## src/rtl/uart_pkg.sv

```systemverilog
// Shared types for the UART receive path.
// Parity modes, receiver FSM states and a majority-vote helper.
package uart_pkg;

    typedef enum logic [1:0] {
        PAR_NONE,
        PAR_EVEN,
        PAR_ODD
    } parity_t;

    typedef enum logic [2:0] {
        ST_IDLE,
        ST_START,
        ST_DATA,
        ST_PARITY,
        ST_STOP
    } rx_state_t;

    function automatic logic maj3(input logic a, input logic b, input logic c);
        return (a & b) | (a & c) | (b & c);
    endfunction

endpackage

```

## src/rtl/sync_fifo.sv

```systemverilog
// First-word-fall-through FIFO; head entry is read straight from storage.
// Pointers wrap naturally because DEPTH is a power of two.
module sync_fifo #(
    parameter int WIDTH = 10,
    parameter int DEPTH = 16
) (
    input  logic                       CLK,
    input  logic                       RST_N,
    input  logic                       push,
    input  logic [WIDTH-1:0]           wdata,
    input  logic                       pop,
    output logic [WIDTH-1:0]           rdata,
    output logic                       full,
    output logic                       empty,
    output logic [$clog2(DEPTH+1)-1:0] count
);

    localparam int AW = $clog2(DEPTH);
    localparam int CW = $clog2(DEPTH + 1);

    logic [WIDTH-1:0] mem [DEPTH];
    logic [AW-1:0]    wptr;
    logic [AW-1:0]    rptr;
    logic             wr_ok;
    logic             rd_ok;

    assign empty = (count == '0);
    assign full  = (count == CW'(DEPTH));
    assign rd_ok = pop && !empty;
    // A pop in the same cycle frees the slot, so a full FIFO still accepts.
    assign wr_ok = push && (!full || pop);
    assign rdata = empty ? '0 : mem[rptr];

    always_ff @(posedge CLK) begin
        if (wr_ok) begin
            mem[wptr] <= wdata;
        end
    end

    always_ff @(posedge CLK or negedge RST_N) begin
        if (!RST_N) begin
            wptr  <= '0;
            rptr  <= '0;
            count <= '0;
        end else begin
            if (wr_ok) begin
                wptr <= wptr + 1'b1;
            end
            if (rd_ok) begin
                rptr <= rptr + 1'b1;
            end
            if (wr_ok && !rd_ok) begin
                count <= count + 1'b1;
            end else if (rd_ok && !wr_ok) begin
                count <= count - 1'b1;
            end
        end
    end

endmodule

```

## src/rtl/uart_rx_fifo.sv

```systemverilog
// UART receiver with 3-sample majority voting feeding a FWFT receive FIFO.
// Frames with framing/parity errors are stored along with their flags.
module uart_rx_fifo
    import uart_pkg::*;
#(
    parameter int      CLKS_PER_BIT = 868,
    parameter int      DATA_BITS    = 8,
    parameter parity_t PARITY       = PAR_NONE,
    parameter int      STOP_BITS    = 1,
    parameter int      FIFO_DEPTH   = 16
) (
    input  logic                            CLK,
    input  logic                            RST_N,
    input  logic                            IN,
    output logic [DATA_BITS-1:0]            data,
    output logic                            valid,
    input  logic                            ready,
    output logic                            frame_err,
    output logic                            parity_err,
    output logic                            overrun,
    input  logic                            clr_overrun,
    output logic [$clog2(FIFO_DEPTH+1)-1:0] count
);

    localparam int H  = CLKS_PER_BIT / 2;
    localparam int CW = $clog2(CLKS_PER_BIT);
    localparam int FW = DATA_BITS + 2;

    localparam logic [CW-1:0] C_A   = CW'(H - 1);
    localparam logic [CW-1:0] C_B   = CW'(H);
    localparam logic [CW-1:0] C_C   = CW'(H + 1);
    localparam logic [CW-1:0] C_END = CW'(CLKS_PER_BIT - 1);

    logic [1:0]           sync_q;
    logic                 rx;
    rx_state_t            state, state_n;
    logic [CW-1:0]        cnt, cnt_n;
    logic [2:0]           bidx, bidx_n;
    logic [1:0]           smp, smp_n;
    logic                 bit_q, bit_n;
    logic [DATA_BITS-1:0] shift, shift_n;
    logic                 ferr, ferr_n;
    logic                 perr, perr_n;
    logic                 maj;
    logic                 dec;
    logic                 bend;
    logic                 push;
    logic                 pop;
    logic                 full;
    logic                 empty;
    logic [FW-1:0]        wdata;
    logic [FW-1:0]        rdata;

    // Synchroniser idles high so reset release never looks like a start bit.
    always_ff @(posedge CLK or negedge RST_N) begin
        if (!RST_N) begin
            sync_q <= 2'b11;
        end else begin
            sync_q <= {sync_q[0], IN};
        end
    end

    assign rx = sync_q[1];

    always_ff @(posedge CLK or negedge RST_N) begin
        if (!RST_N) begin
            state <= ST_IDLE;
            cnt   <= '0;
            bidx  <= '0;
            smp   <= '0;
            bit_q <= 1'b0;
            shift <= '0;
            ferr  <= 1'b0;
            perr  <= 1'b0;
        end else begin
            state <= state_n;
            cnt   <= cnt_n;
            bidx  <= bidx_n;
            smp   <= smp_n;
            bit_q <= bit_n;
            shift <= shift_n;
            ferr  <= ferr_n;
            perr  <= perr_n;
        end
    end

    assign maj  = maj3(smp[1], smp[0], rx);
    assign dec  = (cnt == C_C);
    assign bend = (cnt == C_END);

    always_comb begin
        state_n = state;
        cnt_n   = cnt + 1'b1;
        bidx_n  = bidx;
        smp_n   = smp;
        bit_n   = bit_q;
        shift_n = shift;
        ferr_n  = ferr;
        perr_n  = perr;
        push    = 1'b0;
        if (cnt == C_A) smp_n[1] = rx;
        if (cnt == C_B) smp_n[0] = rx;
        if (dec)        bit_n    = maj;
        unique case (state)
            ST_IDLE: begin
                cnt_n = '0;
                if (!rx) begin
                    state_n = ST_START;
                    ferr_n  = 1'b0;
                    perr_n  = 1'b0;
                end
            end
            ST_START: begin
                if (dec && maj) begin
                    state_n = ST_IDLE;
                    cnt_n   = '0;
                end else if (bend) begin
                    state_n = ST_DATA;
                    cnt_n   = '0;
                    bidx_n  = '0;
                end
            end
            ST_DATA: begin
                if (bend) begin
                    cnt_n   = '0;
                    shift_n = {bit_q, shift[DATA_BITS-1:1]};
                    if (bidx == 3'(DATA_BITS - 1)) begin
                        bidx_n  = '0;
                        state_n = (PARITY == PAR_NONE) ? ST_STOP : ST_PARITY;
                    end else begin
                        bidx_n = bidx + 1'b1;
                    end
                end
            end
            ST_PARITY: begin
                if (bend) begin
                    cnt_n   = '0;
                    state_n = ST_STOP;
                    perr_n  = (^shift) ^ bit_q ^ (PARITY == PAR_ODD);
                end
            end
            ST_STOP: begin
                // Leave on the last stop decision so a tight next start is caught.
                if (dec && bidx == 3'(STOP_BITS - 1)) begin
                    push    = 1'b1;
                    state_n = ST_IDLE;
                    cnt_n   = '0;
                end else if (bend) begin
                    cnt_n  = '0;
                    bidx_n = bidx + 1'b1;
                    ferr_n = ferr | ~bit_q;
                end
            end
            default: begin
                state_n = ST_IDLE;
                cnt_n   = '0;
            end
        endcase
    end

    assign wdata = {perr, ferr | ~maj, shift};
    assign pop   = valid && ready;

    sync_fifo #(
        .WIDTH (FW),
        .DEPTH (FIFO_DEPTH)
    ) u_fifo (
        .CLK   (CLK),
        .RST_N (RST_N),
        .push  (push),
        .wdata (wdata),
        .pop   (pop),
        .rdata (rdata),
        .full  (full),
        .empty (empty),
        .count (count)
    );

    assign valid      = !empty;
    assign data       = rdata[DATA_BITS-1:0];
    assign frame_err  = rdata[DATA_BITS];
    assign parity_err = rdata[FW-1] & (PARITY != PAR_NONE);

    // A drop in the same cycle as a clear leaves the flag set.
    always_ff @(posedge CLK or negedge RST_N) begin
        if (!RST_N) begin
            overrun <= 1'b0;
        end else if (push && full && !pop) begin
            overrun <= 1'b1;
        end else if (clr_overrun) begin
            overrun <= 1'b0;
        end
    end

endmodule

```

## config.mk

```make
export PLATFORM = sky130hd
export DESIGN_NAME = uart_rx_fifo
export DESIGN_NICKNAME = d
export VERILOG_FILES = /design/src/rtl/uart_pkg.sv /design/src/rtl/sync_fifo.sv /design/src/rtl/uart_rx_fifo.sv
export SDC_FILE = /design/constraint.sdc
export NUM_CORES = 1
export LEC_CHECK = 0
export ABC_AREA = 0
export CAP_MARGIN = 0
export CORE_MARGIN = 2
export CORE_UTILIZATION = 40
export CTS_CLUSTER_SIZE = 8
export DETAILED_ROUTE_END_ITERATION = 7
export MAX_ROUTING_LAYER = met4
export SKIP_LAST_GASP = 1
export SYNTH_ARGS = -nofsm -noshare
export SYNTH_HDL_FRONTEND = slang
export SYNTH_HIERARCHICAL = 1
export SYNTH_SLANG_ARGS = --single-unit
```

## constraint.sdc

```tcl
create_clock -name CLK -period 3.6 [get_ports CLK]
set_input_delay 0.72 -clock CLK [delete_from_list [all_inputs] [get_ports CLK]]
set_output_delay 0.72 -clock CLK [all_outputs]
set_load 0.05 [all_outputs]
```

==> key figures, run 1 <==
Logic synthesis
  • Synth Cell Area: 0.007995 sq mm
  • Syn_nets: 498
  • Post-synthesis instance total: 477
  • Syn Area/Cell: 16.76 sq um
  • Yosys Warn Count: 6

STA
  • Highest clock rate: 0.2925 GHz
  • Setup-failing EPs final: 0
  • Worst Tran Pin Value: 0.9998 ns
  • Crit path time final: 3.419 ns
  • Worst slew margin: 33.35%
  • Slew Viols, Final: 0
  • Hold Fails Final Rpt: 0
  • Total negative setup slack: 0 ns
  • Period utilisation layout: 94.96%
  • Layout Skew: 0.009692 ns
  • RSZ-0062 raised after global routing: false

Pwr
  • Worst VDD drop: 0.3932 mV
  • Switch Pwr: 1.723 mW
  • Pwr per Cell Area: 610.3 mW/mm^2
  • Clk pwr share: 32.5%
  • Comb pwr share: 23.3%
  • Internal power: 3.850 mW
  • P_leak: 3.483 nW
  • Switching share of power: 30.92%
  • Part of the power in registers: 44.2%

CTS
  • Clock sink count: 188
  • Post-CTS Setup Inserts: 0
  • CTS max path bufs: 2
  • Clk_lat worst skew: 0.42 ns
  • Clock-pin slew of the registers on the worst-case setup and hold paths: 0.07 ns
  • Post-CTS Hold Fix Bufs: 0
  • TritonCTS clock tree: yes
  • CTS Buf Count: 17
  • CTS resizes: 0
  • CTS root buf: clkbuf_16
  • CTS H-tree depth: 4

Worst setup path
  • R2R setup slack: 0.18 ns
  • CP endpoint kind: flip-flop
  • Crit path DAT: 3.71 ns
  • Reg-to-reg critical path startpoint: cnt[0]$_DFF_PN0_
  • CP top delay family: compound AO/OA/AOI/OAI gates
  • Critical path's slowest cell: a2111oi_0
  • WP data required: 3.89 ns
  • Worst R2R Path Depth: 12
  • Largest fanout on the critical path: 6
  • CP bufs+invs: 2
  • CP Launch Type: flip-flop
  • Critical path class: reg2reg
  • Crit-path cells: ha_1 > and4bb_2 > nand4_1 > nor3_2 > inv_2 > a31oi_2 > ha_1 > inv_1 > fa_1 > a21o_1 > a2111oi_0 > o31ai_1
  • Critical Path Most Common Cell: ha_1
  • Crit path largest cell delay: 0.47 ns
  • Reg-to-Reg End: u_fifo/count[4]$_DFFE_PN0P_

Global routing
  • Number of global-route vias before repair: 4134
  • Total GRT Usage: 15.68%
  • Largest net degree at the start of global routing: 45
  • Initial antenna violation count: 0
  • GR Overflow Total: 0
  • First-pass GRT wire length: 23960 um

Job
  • Max-capacitance violation count: 0

Cells and area
  • Most frequent cells in the layout: edfxtp_1 (144), dfrtp_1 (41), mux4_2 (35)
  • Layout cell share with drive strength beyond 1: 24.14%
  • Layout Nets: 534
  • Final std cells w/o fill: 791
  • Commonest non-fill, non-tap cell in the layout: edfxtp_1
  • Antenna diode count: 0
  • Area delta synth->final: 14.21%

Die
  • Initial core utilization: 40.95%
  • IO Pins: 22
  • DIE AREA: 0.02114 sq mm
  • Core Box Area: 0.01953 sq mm
  • Rows: 51
  • Die Ht: 145.4 um
  • Die extent in x: 145.4 um

Run status
  • Status: finished, final reports clean

Route
  • Total Routed Length: 15150 um
  • Vias/cell: 5.206
  • Vias after detailed routing: 4118
  • Drt initial violations: 288
  • WL per Instance: 19.15 um
  • Drt pass-1 iters: 5
  • Post-route ant nets: 0
  • DRC violations left: 0

Placement
  • RePlAce Congestion: 0.8129
  • Input/output buffers: 20
  • Placed Cells: 759
  • Dpl hpwl: 9782 um

Worst hold path
  • Hold EP: sync_q[1]$_DFF_PN1_
  • Min-delay src: sync_q[0]$_DFF_PN1_
  • WHS Path Cells: 0
  • Hold/Removal Path Class: reg2reg
==> flip-flops by register name, indices dropped and copies added (netlist names) <==
signal / count
u_fifo/wptr: 4
shift: 8
smp: 2
bidx: 3
overrun: 1
sync_q: 2
cnt: 10
u_fifo/rptr: 4
bit_q: 1
ferr: 1
u_fifo/mem: 144
u_fifo/count: 5
state: 3
==> layout make-up <==
class	instances	area, sq um
well taps	265	331.6
clock buffers	17	425.4
repair buffers	42	362.8
inverters	17	63.81
fillers	1702	10400
flip-flops and latches	188	5429
multi-input cells	247	2364
clock inverters	15	155.1
==> worst max-delay path by stage <==
stage,startpoint,endpoint,depth (start not counted),slack (ns)
final,cnt[0]$_DFF_PN0_,u_fifo/count[4]$_DFFE_PN0P_,12,0.18
after global routing,cnt[0]$_DFF_PN0_,u_fifo/count[4]$_DFFE_PN0P_,12,0.01
after CTS,cnt[0]$_DFF_PN0_,u_fifo/count[4]$_DFFE_PN0P_,12,0.14
after detailed placement,ready,u_fifo/count[4]$_DFFE_PN0P_,10,0.11
after global placement,ready,u_fifo/count[4]$_DFFE_PN0P_,10,0.24
after floorplan,u_fifo/count[0]$_DFFE_PN0P_,u_fifo/count[4]$_DFFE_PN0P_,13,0.04
==> stage by stage <==
stage	utilization [%]	power (mW)	hold WS (ns)	setup slack, ns	instance area, sq um
2_1_floorplan	-	3.504	0.3452	0.04346	7995
3_3_place_gp	43.77	3.810	0.3498	0.2430	8546
3_5_place_dp	43.77	3.828	0.3494	0.1065	8546
4_1_cts	46.74	5.647	0.3598	0.1358	9126
5_1_grt	46.76	5.825	0.3658	0.01284	9131
6_report	46.76	5.573	0.3598	0.1814	9131
==> metal layers <==
metal	track usage, %	vias up	wire length, um
met2	23.44	68	7351
met3	3.511	6	621
met5	-	-	0
met1	21.83	2123	7086
li1	-	1921	-
met4	4.412	0	91
==> worst register-to-register path, stage by stage (launching register included) <==
cell       delay (ns)
dfrtp_1          0.43
ha_1             0.28
and4bb_2         0.34
nand4_1          0.12
nor3_2           0.22
inv_2            0.05
a31oi_2          0.17
ha_1             0.24
inv_1            0.14
fa_1             0.45
a21o_1           0.24
a2111oi_0        0.47
o31ai_1          0.14
==> power by group through the flow <==
stage | sequential, mW | clock (mW) | combinational [mW]
3_5_place_dp | 2.51 | 0 | 1.31
4_1_cts | 2.47 | 1.86 | 1.32
6_report | 2.46 | 1.81 | 1.30
3_3_place_gp | 2.51 | 0 | 1.30
5_1_grt | 2.48 | 1.96 | 1.38
2_1_floorplan | 2.56 | 0 | 0.945
No activity file was read; power rests on OpenSTA's default activity.
==> inputs of run 2 (changes only) <==
Settings changed: CORE_UTILIZATION 40 to 35, SETUP_SLACK_MARGIN set to 0.02.
==> key figures, run 2 (same netlist as run 1, synthesis figures left out) <==
CTS
  • CTS max path bufs: 2 (unchanged)
  • Clk_lat worst skew: 0.43 ns (about the same)
  • TritonCTS clock tree: yes
  • Clock-pin slew of the registers on the worst-case setup and hold paths: 0.07 ns (about the same)
  • Post-CTS Setup Inserts: 0 (unchanged)
  • CTS Buf Count: 17 (unchanged)
  • CTS H-tree depth: 4 (unchanged)
  • CTS root buf: clkbuf_16
  • Clock sink count: 188 (unchanged)

Die
  • DIE AREA: 0.02407 sq mm (+14%)
  • Core Box Area: 0.02250 sq mm (+15%)
  • Die extent in x: 155.1 um (+6.7%)
  • Die Ht: 155.1 um (+6.7%)
  • IO Pins: 22 (unchanged)
  • Initial core utilization: 35.53% (-5.4 points)
  • Rows: 55 (+7.8%)

STA
  • Total negative setup slack: 0 ns (unchanged)
  • Layout Skew: 0.01207 ns (+0.002373 ns)
  • Hold slack: 0.3582 ns (-0.001659 ns)
  • Slew Viols, Final: 0 (unchanged)
  • Highest clock rate: 0.2936 GHz (+0.36%)
  • RSZ-0062 raised after global routing: false
  • Worst Tran Pin Value: 1.014 ns (+0.01388 ns)
  • Worst slew margin: 32.42% (-0.93 points)
  • Crit path time final: 3.406 ns (-0.01234 ns)
  • Period utilisation layout: 94.62% (-0.34 points)
  • Setup-failing EPs final: 0 (unchanged)
  • Hold Fails Final Rpt: 0 (unchanged)

Cells and area
  • Post-route cell area: 0.009174 sq mm (+0.47%)
  • Area delta synth->final: 14.74%
  • Biggest register: u_fifo/mem
  • Commonest non-fill, non-tap cell in the layout: edfxtp_1
  • Layout fillers: 1971 (+16%)
  • Layout Nets: 536 (+0.37%)
  • Post-layout util: 40.77% (-6.0 points)
  • Antenna diode count: 0 (unchanged)
  • Layout cell share with drive strength beyond 1: 24.62% (+0.48 points)
  • Most frequent cells in the layout: edfxtp_1 (144), dfrtp_1 (41), mux4_2 (35)
  • Max reg flops: 144 (unchanged)
  • Biggest regs: u_fifo/mem x144, cnt x10, shift x8

Placement
  • RePlAce Congestion: 0.7746 (-4.7%)
  • Placed inst area: 0.008573 sq mm (+0.32%)
  • Input/output buffers: 20 (unchanged)
  • Dpl hpwl: 9796 um (+0.14%)

Route
  • DRC violations left: 0 (unchanged)
  • Vias after detailed routing: 4144 (+0.63%)
  • Drt pass-1 iters: 5 (unchanged)
  • WL per Instance: 19.04 um (-0.57%)
  • Post-route ant nets: 0 (unchanged)
  • Drt initial violations: 304 (+5.6%)
  • Total Routed Length: 15480 um (+2.2%)
  • Vias/cell: 5.097 (-2.1%)

Worst setup path
  • Crit path DAT: 3.70 ns (about the same)
  • CP endpoint kind: flip-flop
  • Largest fanout on the critical path: 6 (unchanged)
  • WP data required: 3.89 ns (about the same)
  • CP Launch Type: flip-flop
  • Critical path class: reg2reg
  • Worst R2R Path Depth: 12 (unchanged)

Worst hold path
  • WHS Path Cells: 0 (unchanged)
  • Hold/Removal Path Class: reg2reg

Pwr
  • Worst VDD drop: 0.4415 mV (+12%)
  • Final Power: 5.606 mW (+0.59%)
  • Clk pwr share: 33.2% (+0.7 points)
  • Switching share of power: 30.36% (-0.57 points)
  • P_leak: 3.492 nW (+0.26%)
  • Switch Pwr: 1.702 mW (-1.3%)
  • Internal power: 3.904 mW (+1.4%)
  • Part of the power in registers: 44.3% (about the same)
  • Pwr per Cell Area: 611.1 mW/mm^2 (+0.13%)
  • Comb pwr share: 22.5% (-0.8 points)

Global routing
  • Total GRT Usage: 13.98% (-1.7 points)
  • Initial antenna violation count: 0 (unchanged)
  • First-pass GRT wire length: 24270 um (+1.3%)
  • GR Overflow Total: 0 (unchanged)
  • Largest net degree at the start of global routing: 45 (unchanged)
  • Number of global-route vias before repair: 4268 (+3.2%)

Run status
  • Status: finished, final reports clean

Job
  • Max-capacitance violation count: 0 (unchanged)
-- run 2: cell type report --
class	count	area [sq um]	area share, %
Sequential cell	188	5429	59.18
Multi-Input combinational cell	247	2367	25.80
Clock buffer	19	432.9	4.719
Timing Repair Buffer	44	365.4	3.983
Tap cell	285	356.6	3.887
Clock inverter	13	158.9	1.732
Inverter	17	63.81	0.6956
-- run 2: power groups by stage --
stage          Clock (mW)  Sequential, mW  Combinational (mW)
2_1_floorplan           0            2.56               0.945
3_3_place_gp            0            2.53                1.27
3_5_place_dp            0            2.53                1.27
4_1_cts              1.91            2.49                1.28
5_1_grt              1.99            2.50                1.36
6_report             1.86            2.48                1.26
-- run 2: per-stage QoR --
stage          std cells  setup WS [ns]
2_1_floorplan        477        0.04346
3_3_place_gp         781         0.2376
3_5_place_dp         781         0.1219
4_1_cts              813         0.1556
5_1_grt              813        0.01238
6_report             813         0.1938
-- run 2: layer usage --
metal	vias to the layer above	routed length (um)	track usage [%]
li1	1918	-	-
met1	2127	7402	19.00
met2	87	7239	21.33
met3	12	653	2.953
met4	0	186	4.233
met5	-	0	-
-- run 2: timing repair --
item,4_1_cts,5_1_grt
gates resized for setup,0,3
hold buffers,0,0
setup endpoints to repair,0,1
-- run 2: worst max-delay path, cell delays in order, from the launching register on --
cell	delay, ns
dfrtp_1	0.44
ha_2	0.26
and4bb_2	0.33
nand4_1	0.14
nor3_2	0.24
inv_2	0.06
a31oi_2	0.17
ha_1	0.25
inv_1	0.15
fa_1	0.42
a21o_1	0.23
a2111oi_1	0.45
o31ai_1	0.15
-- run 2: final timing paths --
kind,startpoint,endpoint,slack (ns)
hold reg to reg,sync_q[0]$_DFF_PN1_,sync_q[1]$_DFF_PN1_,0.36
min in group asynchronous,RST_N,bidx[0]$_DFFE_PN0P_,0.46
setup / recovery,cnt[0]$_DFF_PN0_,u_fifo/count[4]$_DFFE_PN0P_,0.19
max in group asynchronous,RST_N,u_fifo/rptr[1]$_DFFE_PN0P_,2.43
hold / removal,sync_q[0]$_DFF_PN1_,sync_q[1]$_DFF_PN1_,0.36
setup reg to reg,cnt[0]$_DFF_PN0_,u_fifo/count[4]$_DFFE_PN0P_,0.19
